## config.mk

```make
export PLATFORM = sky130hd
export DESIGN_NAME = skew_delay_ctrl
export DESIGN_NICKNAME = d
export VERILOG_FILES = /design/src/rtl/skew_delay_ctrl.sv
export SDC_FILE = /design/constraint.sdc
export NUM_CORES = 1
export LEC_CHECK = 0
export ABC_AREA = 1
export BUFFER_PORTS_ARGS = -buffer_cell sky130_fd_sc_hd__buf_2
export CORE_ASPECT_RATIO = 0.7
export CORE_MARGIN = 2
export CORE_UTILIZATION = 50
export DETAILED_ROUTE_END_ITERATION = 8
export GPL_TIMING_DRIVEN = 0
export PLACE_DENSITY_LB_ADDON = 0.15
export RECOVER_POWER = 50
export SLEW_MARGIN = 0
export SYNTH_ARGS = -nofsm -noshare
export SYNTH_HDL_FRONTEND = slang
export SYNTH_SLANG_ARGS = --single-unit
```

## constraint.sdc

```tcl
create_clock -name clk -period 1.7 [get_ports clk]
set_clock_uncertainty 0.1 [all_clocks]
set_input_delay 0.17 -clock clk [delete_from_list [all_inputs] [get_ports clk]]
set_output_delay 0.17 -clock clk [all_outputs]
set_load 0.1 [all_outputs]
```

## src/rtl/skew_delay_ctrl.sv

```systemverilog
// skew_delay_ctrl
// Sequences one tile pass through a ROWS-high systolic array. A start command
// launches a diagonally skewed row-enable wavefront lasting i_len columns, then
// the block waits out the downstream delay-line latency (DRAIN cycles after the
// last row enable) and emits a single-cycle done pulse.
//
// Ports:
//   clk       rising-edge clock
//   rst_n     asynchronous active-low reset
//   i_start   start request, accepted only while o_ready=1
//   i_len     tile length in columns, sampled on acceptance (0 = immediate done)
//   i_abort   synchronous abort, overrides everything except reset
//   o_ready   high in IDLE only
//   o_busy    complement of o_ready
//   o_row_en  skewed row enables, bit k = bit 0 delayed k cycles
//   o_done    one-cycle completion pulse
// All outputs are registered.

module skew_delay_ctrl #(
  parameter int ROWS  = 8,
  parameter int LEN_W = 8,
  parameter int DRAIN = 32
) (
  input  logic             clk,
  input  logic             rst_n,
  input  logic             i_start,
  input  logic [LEN_W-1:0] i_len,
  input  logic             i_abort,
  output logic             o_ready,
  output logic             o_busy,
  output logic [ROWS-1:0]  o_row_en,
  output logic             o_done
);

  localparam int DW = $clog2(ROWS + DRAIN) + 1;
  localparam logic [DW-1:0] DRAIN_LOAD = DW'(ROWS - 1 + DRAIN);

  typedef enum logic [1:0] {S_IDLE, S_FEED, S_DRAIN} state_t;

  state_t           state, state_n;
  logic [LEN_W-1:0] feed_cnt, feed_cnt_n;
  logic [DW-1:0]    drain_cnt, drain_cnt_n;
  logic             row0_n;
  logic             done_n;
  logic [ROWS-1:0]  row_en_n;

  always_comb begin
    state_n     = state;
    feed_cnt_n  = feed_cnt;
    drain_cnt_n = drain_cnt;
    row0_n      = 1'b0;
    done_n      = 1'b0;
    if (i_abort) begin
      state_n     = S_IDLE;
      feed_cnt_n  = '0;
      drain_cnt_n = '0;
    end else begin
      case (state)
        S_IDLE: begin
          if (i_start) begin
            if (i_len != '0) begin
              state_n    = S_FEED;
              feed_cnt_n = i_len;
              row0_n     = 1'b1;
            end else begin
              done_n = 1'b1;
            end
          end
        end
        S_FEED: begin
          // feed_cnt holds the number of row-0 cycles still owed including the
          // current one; the last one leaves row 0 low on the next edge.
          if (feed_cnt == LEN_W'(1)) begin
            state_n     = S_DRAIN;
            feed_cnt_n  = '0;
            drain_cnt_n = DRAIN_LOAD;
          end else begin
            feed_cnt_n = feed_cnt - LEN_W'(1);
            row0_n     = 1'b1;
          end
        end
        S_DRAIN: begin
          // The counter value seen on the DRAIN-entry edge counts as one cycle
          // and the registered done adds another, so finish when two remain.
          if (drain_cnt == DW'(2)) begin
            state_n     = S_IDLE;
            drain_cnt_n = '0;
            done_n      = 1'b1;
          end else begin
            drain_cnt_n = drain_cnt - DW'(1);
          end
        end
        default: state_n = S_IDLE;
      endcase
    end
  end

  // Row k is row 0 delayed k cycles: the upper bits form the skew pipe.
  always_comb begin
    row_en_n = '0;
    if (!i_abort)
      row_en_n = {o_row_en[ROWS-2:0], row0_n};
  end

  always_ff @(posedge clk or negedge rst_n) begin
    if (!rst_n) begin
      state     <= S_IDLE;
      feed_cnt  <= '0;
      drain_cnt <= '0;
      o_row_en  <= '0;
      o_done    <= 1'b0;
      o_ready   <= 1'b1;
      o_busy    <= 1'b0;
    end else begin
      state     <= state_n;
      feed_cnt  <= feed_cnt_n;
      drain_cnt <= drain_cnt_n;
      o_row_en  <= row_en_n;
      o_done    <= done_n;
      o_ready   <= (state_n == S_IDLE);
      o_busy    <= (state_n != S_IDLE);
    end
  end

endmodule

```

# Yosys cells after proc, flatten, opt, wreduce, memory -nomap -nowiden
# Cells that the tools add are included.
# word_totals
register_bits,28
inputBits,12
out_inout_bits,11
elab_cells,49
# classes
addsub,2
n_eq_ne,7
mux,25
n_reduce_logical,8
# ops
operator,n
2-to-1 mux 8 bit,5
2-to-1 mux 7 bit,3
case mux 8 bit (2 select lines),1
case mux 7 bit (2 select lines),1
2-to-1 mux 2 bit,5
!= test 3 bit (second input constant),3
== test 8 x 1 -> 1 bit (second input constant),1
nonzero test 8 bit,1
subtractor 8 x 1 -> 8 bit (second input constant),1
== test 7 x 2 -> 1 bit (second input constant),1
2-to-1 mux 1 bit,7
subtractor 7 x 1 -> 7 bit (second input constant),1
case mux 2 bit (3 select lines),1
nonzero test 3 bit,2
logical NOT 2 bit,2
case mux 1 bit (2 select lines),2
AND reduction 3 bit,1
== test 2 x 1 -> 1 bit (second input constant),1
== test 2 bit (second input constant),1
AND reduction 2 bit,1
nonzero test 2 bit,1

# Longest topological paths before layout
# depth
ltp_word,6
depth_mapped,9

# Worst setup path after synthesis
# OpenSTA, ideal clock, no wires.
# synth_path
path_type,register to register
from,register feed_cnt[1]
to,register drain_cnt[4]
setup_time_ps,120
arrival_ps,1236
required_time_ps,1480
setup_slack_ps,244
stages_incl_launch_ff,10
path_buffers,0
cell_sequence,dfrtp_1 -> inv_1 -> ha_1 -> nand3_1 -> nor2_4 -> nand2_4 -> nand2_4 -> nand3_1 -> nand2_1 -> nor2_2
# synth_via
elab_chain_len,3
# synth_lines
element,line,rtl
from (decl),41,"logic [LEN_W-1:0] feed_cnt, feed_cnt_n;"
from (signal assigned),116,feed_cnt <= feed_cnt_n;
== test 8 x 1 -> 1 bit,73,if (feed_cnt == LEN_W'(1)) begin
!= test 3 bit (no source line),-,
AND reduction 2 bit (no source line),-,
to (signal assigned),117,drain_cnt <= drain_cnt_n;
to (decl),42,"logic [DW-1:0] drain_cnt, drain_cnt_n;"
# Every way passes these cells.
# A chain may end at the register's enable or synchronous reset.

# Final worst setup path
# Ends and elaborated chain as after synthesis.

==> results_dict.tcl <==
set metrics [dict create \
    hold_viol_final 0 \
    cts-root-buf "clkbuf_8" \
    syn_avg_cell_area_um2 7.61 \
    vdd_drop_max_v 0.000611 \
    grt_max_degree 29 \
    h-tree-depth 1 \
    synthesis.area_um2 1630 \
    gp_congestion 0.859 \
    ys_seq_area_share_pct 43.1 \
    clock_latency_ns 0.28 \
    power_density_nw_per_um2 936 \
    drive_above_1_share_pct 21.9 \
    power.total_mw 1.76 \
    coreArea_um2 3130 \
    min_period_over_period_pct 93.1 \
    antenna_cells 0 \
    first_global_vias 1314 \
    setup_tns_ns 0 \
    yosys.area_share.simple_pct 37.2 \
    clkTransAtPathRegs_ns 0.09 \
    track_usage_pct 20.9 \
    cts_tree "done" \
    rsz0062_at_grt "false" \
    totalWireLength_um 3410 \
    maxSlewViolCount 0 \
    ys_seq_elements 28 \
    hold_class "input port to register" \
    start_util_pct 52.1 \
    synth_xor_xnor_area_share_pct 0.538 \
    arrival_ns 1.66 \
    slew_headroom_pct 54.3 \
    io-pin-count 23 \
    drc 0 \
    gr-total-overflow 0 \
    synth_fa_ha_area_share_pct 3.07 \
    cts_max_path_buffers 2 \
    place_hpwl_um 2570 \
    avgViaCountPerCell 5.01 \
    setup_viol_count_final 0 \
    crit_fanout 8 \
    outcome "finished clean" \
    syn_nets 230 \
    antenna_found_initial 0 \
    die-area_um2 3740 \
    via_count 1402 \
    drtIter0Drc 138 \
    worstMarginPinSlew_ns 0.686 \
    synthDistinctLibCells 27 \
    syn_to_final_growth_pct 15.3 \
    finalNetCount 259 \
    synth_compound_area_share_pct 8.53 \
    drv_cap 0 \
    ant_nets 0 \
    row_count 17 \
    finalCriticalPeriod_ns 1.58 \
    syn_inst 214 \
    cp.required_ns 1.78 \
    total_leakage_power_nw 1.00 \
    placement.io_buffers 22 \
    die_x_um 72.2 \
    dr.pass1.iters 4 \
    numClockSinks 28 \
    critPathCaptureType "register" \
    grt_pass1_wl_um 5920 \
    synth_mux_area_share_pct 0 \
    cts_buffers 3 \
    fmax_mhz 632 \
    die_y_um 51.8 \
    synth_top_family_by_area "simple AND/OR/NAND/NOR gates" \
    yosys_warnings 0 \
    wire_per_inst_um 12.2 \
    crit_path_start_kind "register" \
    crit_type "register to register" \
]
-- logic make-up (layout without fill, tap and decap cells) --
kind of cell             count (synthesis)  in the layout
adder cells (fa/ha/maj)                  4              4
AO/OA/AOI/OAI                           21             21
flip-flops                              28             28
buffers and inverters                   32             60
XOR/XNOR                                 1              1
AND/OR/NAND/NOR                        128            128
-- metal layers --
layer	track usage [%]	vias to the layer above	share of wire, %
li1	-	729	-
met1	32.9	633	56
met2	28.3	36	38
met3	4.84	4	5.5
met4	5.66	0	1.1
met5	0	-	0
-- area by class of cell --
cell class	count	area, µm²
plain buffers	1	5.00
clock buffers	3	41.3
clock inverters	1	30.0
fillers	290	1250
inverters	31	119
multi-input cells	154	806
flip-flops and latches	28	702
well taps	38	47.5
repair buffers	24	128
-- registers in the layout, summed over array words and instances (netlist names) --
| name | flops |
|---|---|
| o_row_en | 8 |
| drain_cnt | 7 |
| feed_cnt | 8 |
| o_ready | 1 |
| o_busy | 1 |
| state | 2 |
| o_done | 1 |
-- cells in the final DEF, fill, tap and decap left out, types with 2 or more instances in the layout --
cell / instances
nor2_1: 32
dfrtp_1: 27
buf_2: 22
nand3_1: 26
inv_1: 25
o21ai_2: 3
ha_1: 4
nand2_4: 2
o21ai_0: 8
and2_1: 2
nor2_4: 5
o21ai_1: 2
nand2_1: 52
inv_2: 5
a21oi_1: 2
nor2_2: 4
o22ai_1: 3
nand2_2: 2
clkbuf_8: 3
-- repair_timing --
item | 4_1_cts | 5_1_grt
hold buffers | 1 | 0
buffers inserted | 0 | 1
hold endpoints to repair | 27 | 0
resized for setup | 0 | 1
setup endpoints to repair | 0 | 4
-- power breakdown --
group | switching [mW] | total, mW | internal, mW
Combinational | 0.333 | 0.469 | 0.136
Clock | 0.213 | 0.528 | 0.316
Sequential | 0.0446 | 0.761 | 0.716
-- metrics by stage --
step	worst slack, ns	cell area, µm²	hold slack [ns]	cells	util [%]
after floorplan	0.244	1630	-0.226	214	-
after CTS	0.101	1870	0.0854	279	59.7
after detailed placement	0.121	1790	0.124	274	57.1
final	0.117	1880	0.0843	280	60.1
after global placement	0.118	1790	0.131	274	57.1
after global routing	0.00150	1880	0.0901	280	60.1
-- final timing paths --
path / from / slack, ns / cells after the start / to
max: feed_cnt[1] / 0.12 / 9 / drain_cnt[4]
min: i_start / 0.08 / 3 / o_done
max reg2reg: feed_cnt[1] / 0.12 / 9 / drain_cnt[4]
min reg2reg: o_row_en[2] / 0.39 / 2 / o_row_en[3]
max in group asynchronous: rst_n / 0.71 / 2 / feed_cnt[1]
min in group asynchronous: rst_n / 0.35 / 2 / feed_cnt[7]
-- cell usage after synthesis --
| master | n | share of area [%] |
|---|---|---|
| inv_1 | 25 | 5.8 |
| dfstp_2 | 1 | 1.6 |
| dfrtp_1 | 27 | 41 |
| and2_1 | 2 | 0.77 |
| inv_4 | 1 | 0.38 |
| nor2_8 | 1 | 1.2 |
| o21ai_2 | 3 | 1.6 |
| o21ai_1 | 2 | 0.61 |
| a21o_1 | 1 | 0.46 |
| buf_2 | 1 | 0.31 |
| nand2_2 | 2 | 0.77 |
| o21ai_0 | 8 | 2.5 |
| nand2_1 | 52 | 12 |
| nand3b_1 | 1 | 0.46 |
| o22ai_1 | 3 | 1.2 |
| nand2_4 | 2 | 1.4 |
| ha_1 | 4 | 3.1 |
| nand3_1 | 26 | 8.0 |
| nor2_1 | 33 | 7.6 |
| nor2_2 | 3 | 1.2 |
| nor2_4 | 5 | 3.5 |
| inv_2 | 5 | 1.2 |
| nand4_1 | 1 | 0.38 |
| a21oi_1 | 2 | 0.61 |
| xor2_1 | 1 | 0.54 |
| o21bai_1 | 1 | 0.46 |
| o21bai_4 | 1 | 1.2 |
-- worst max-delay path, cell delays in order, from the launching register on --
cell,delay (ns)
dfrtp_1,0.41
inv_1,0.08
ha_1,0.15
nand3_1,0.15
nor2_4,0.20
nand2_4,0.09
nand2_4,0.12
nand3_1,0.08
nand2_1,0.07
nor2_2,0.03
(Power assumes the default switching activity.)
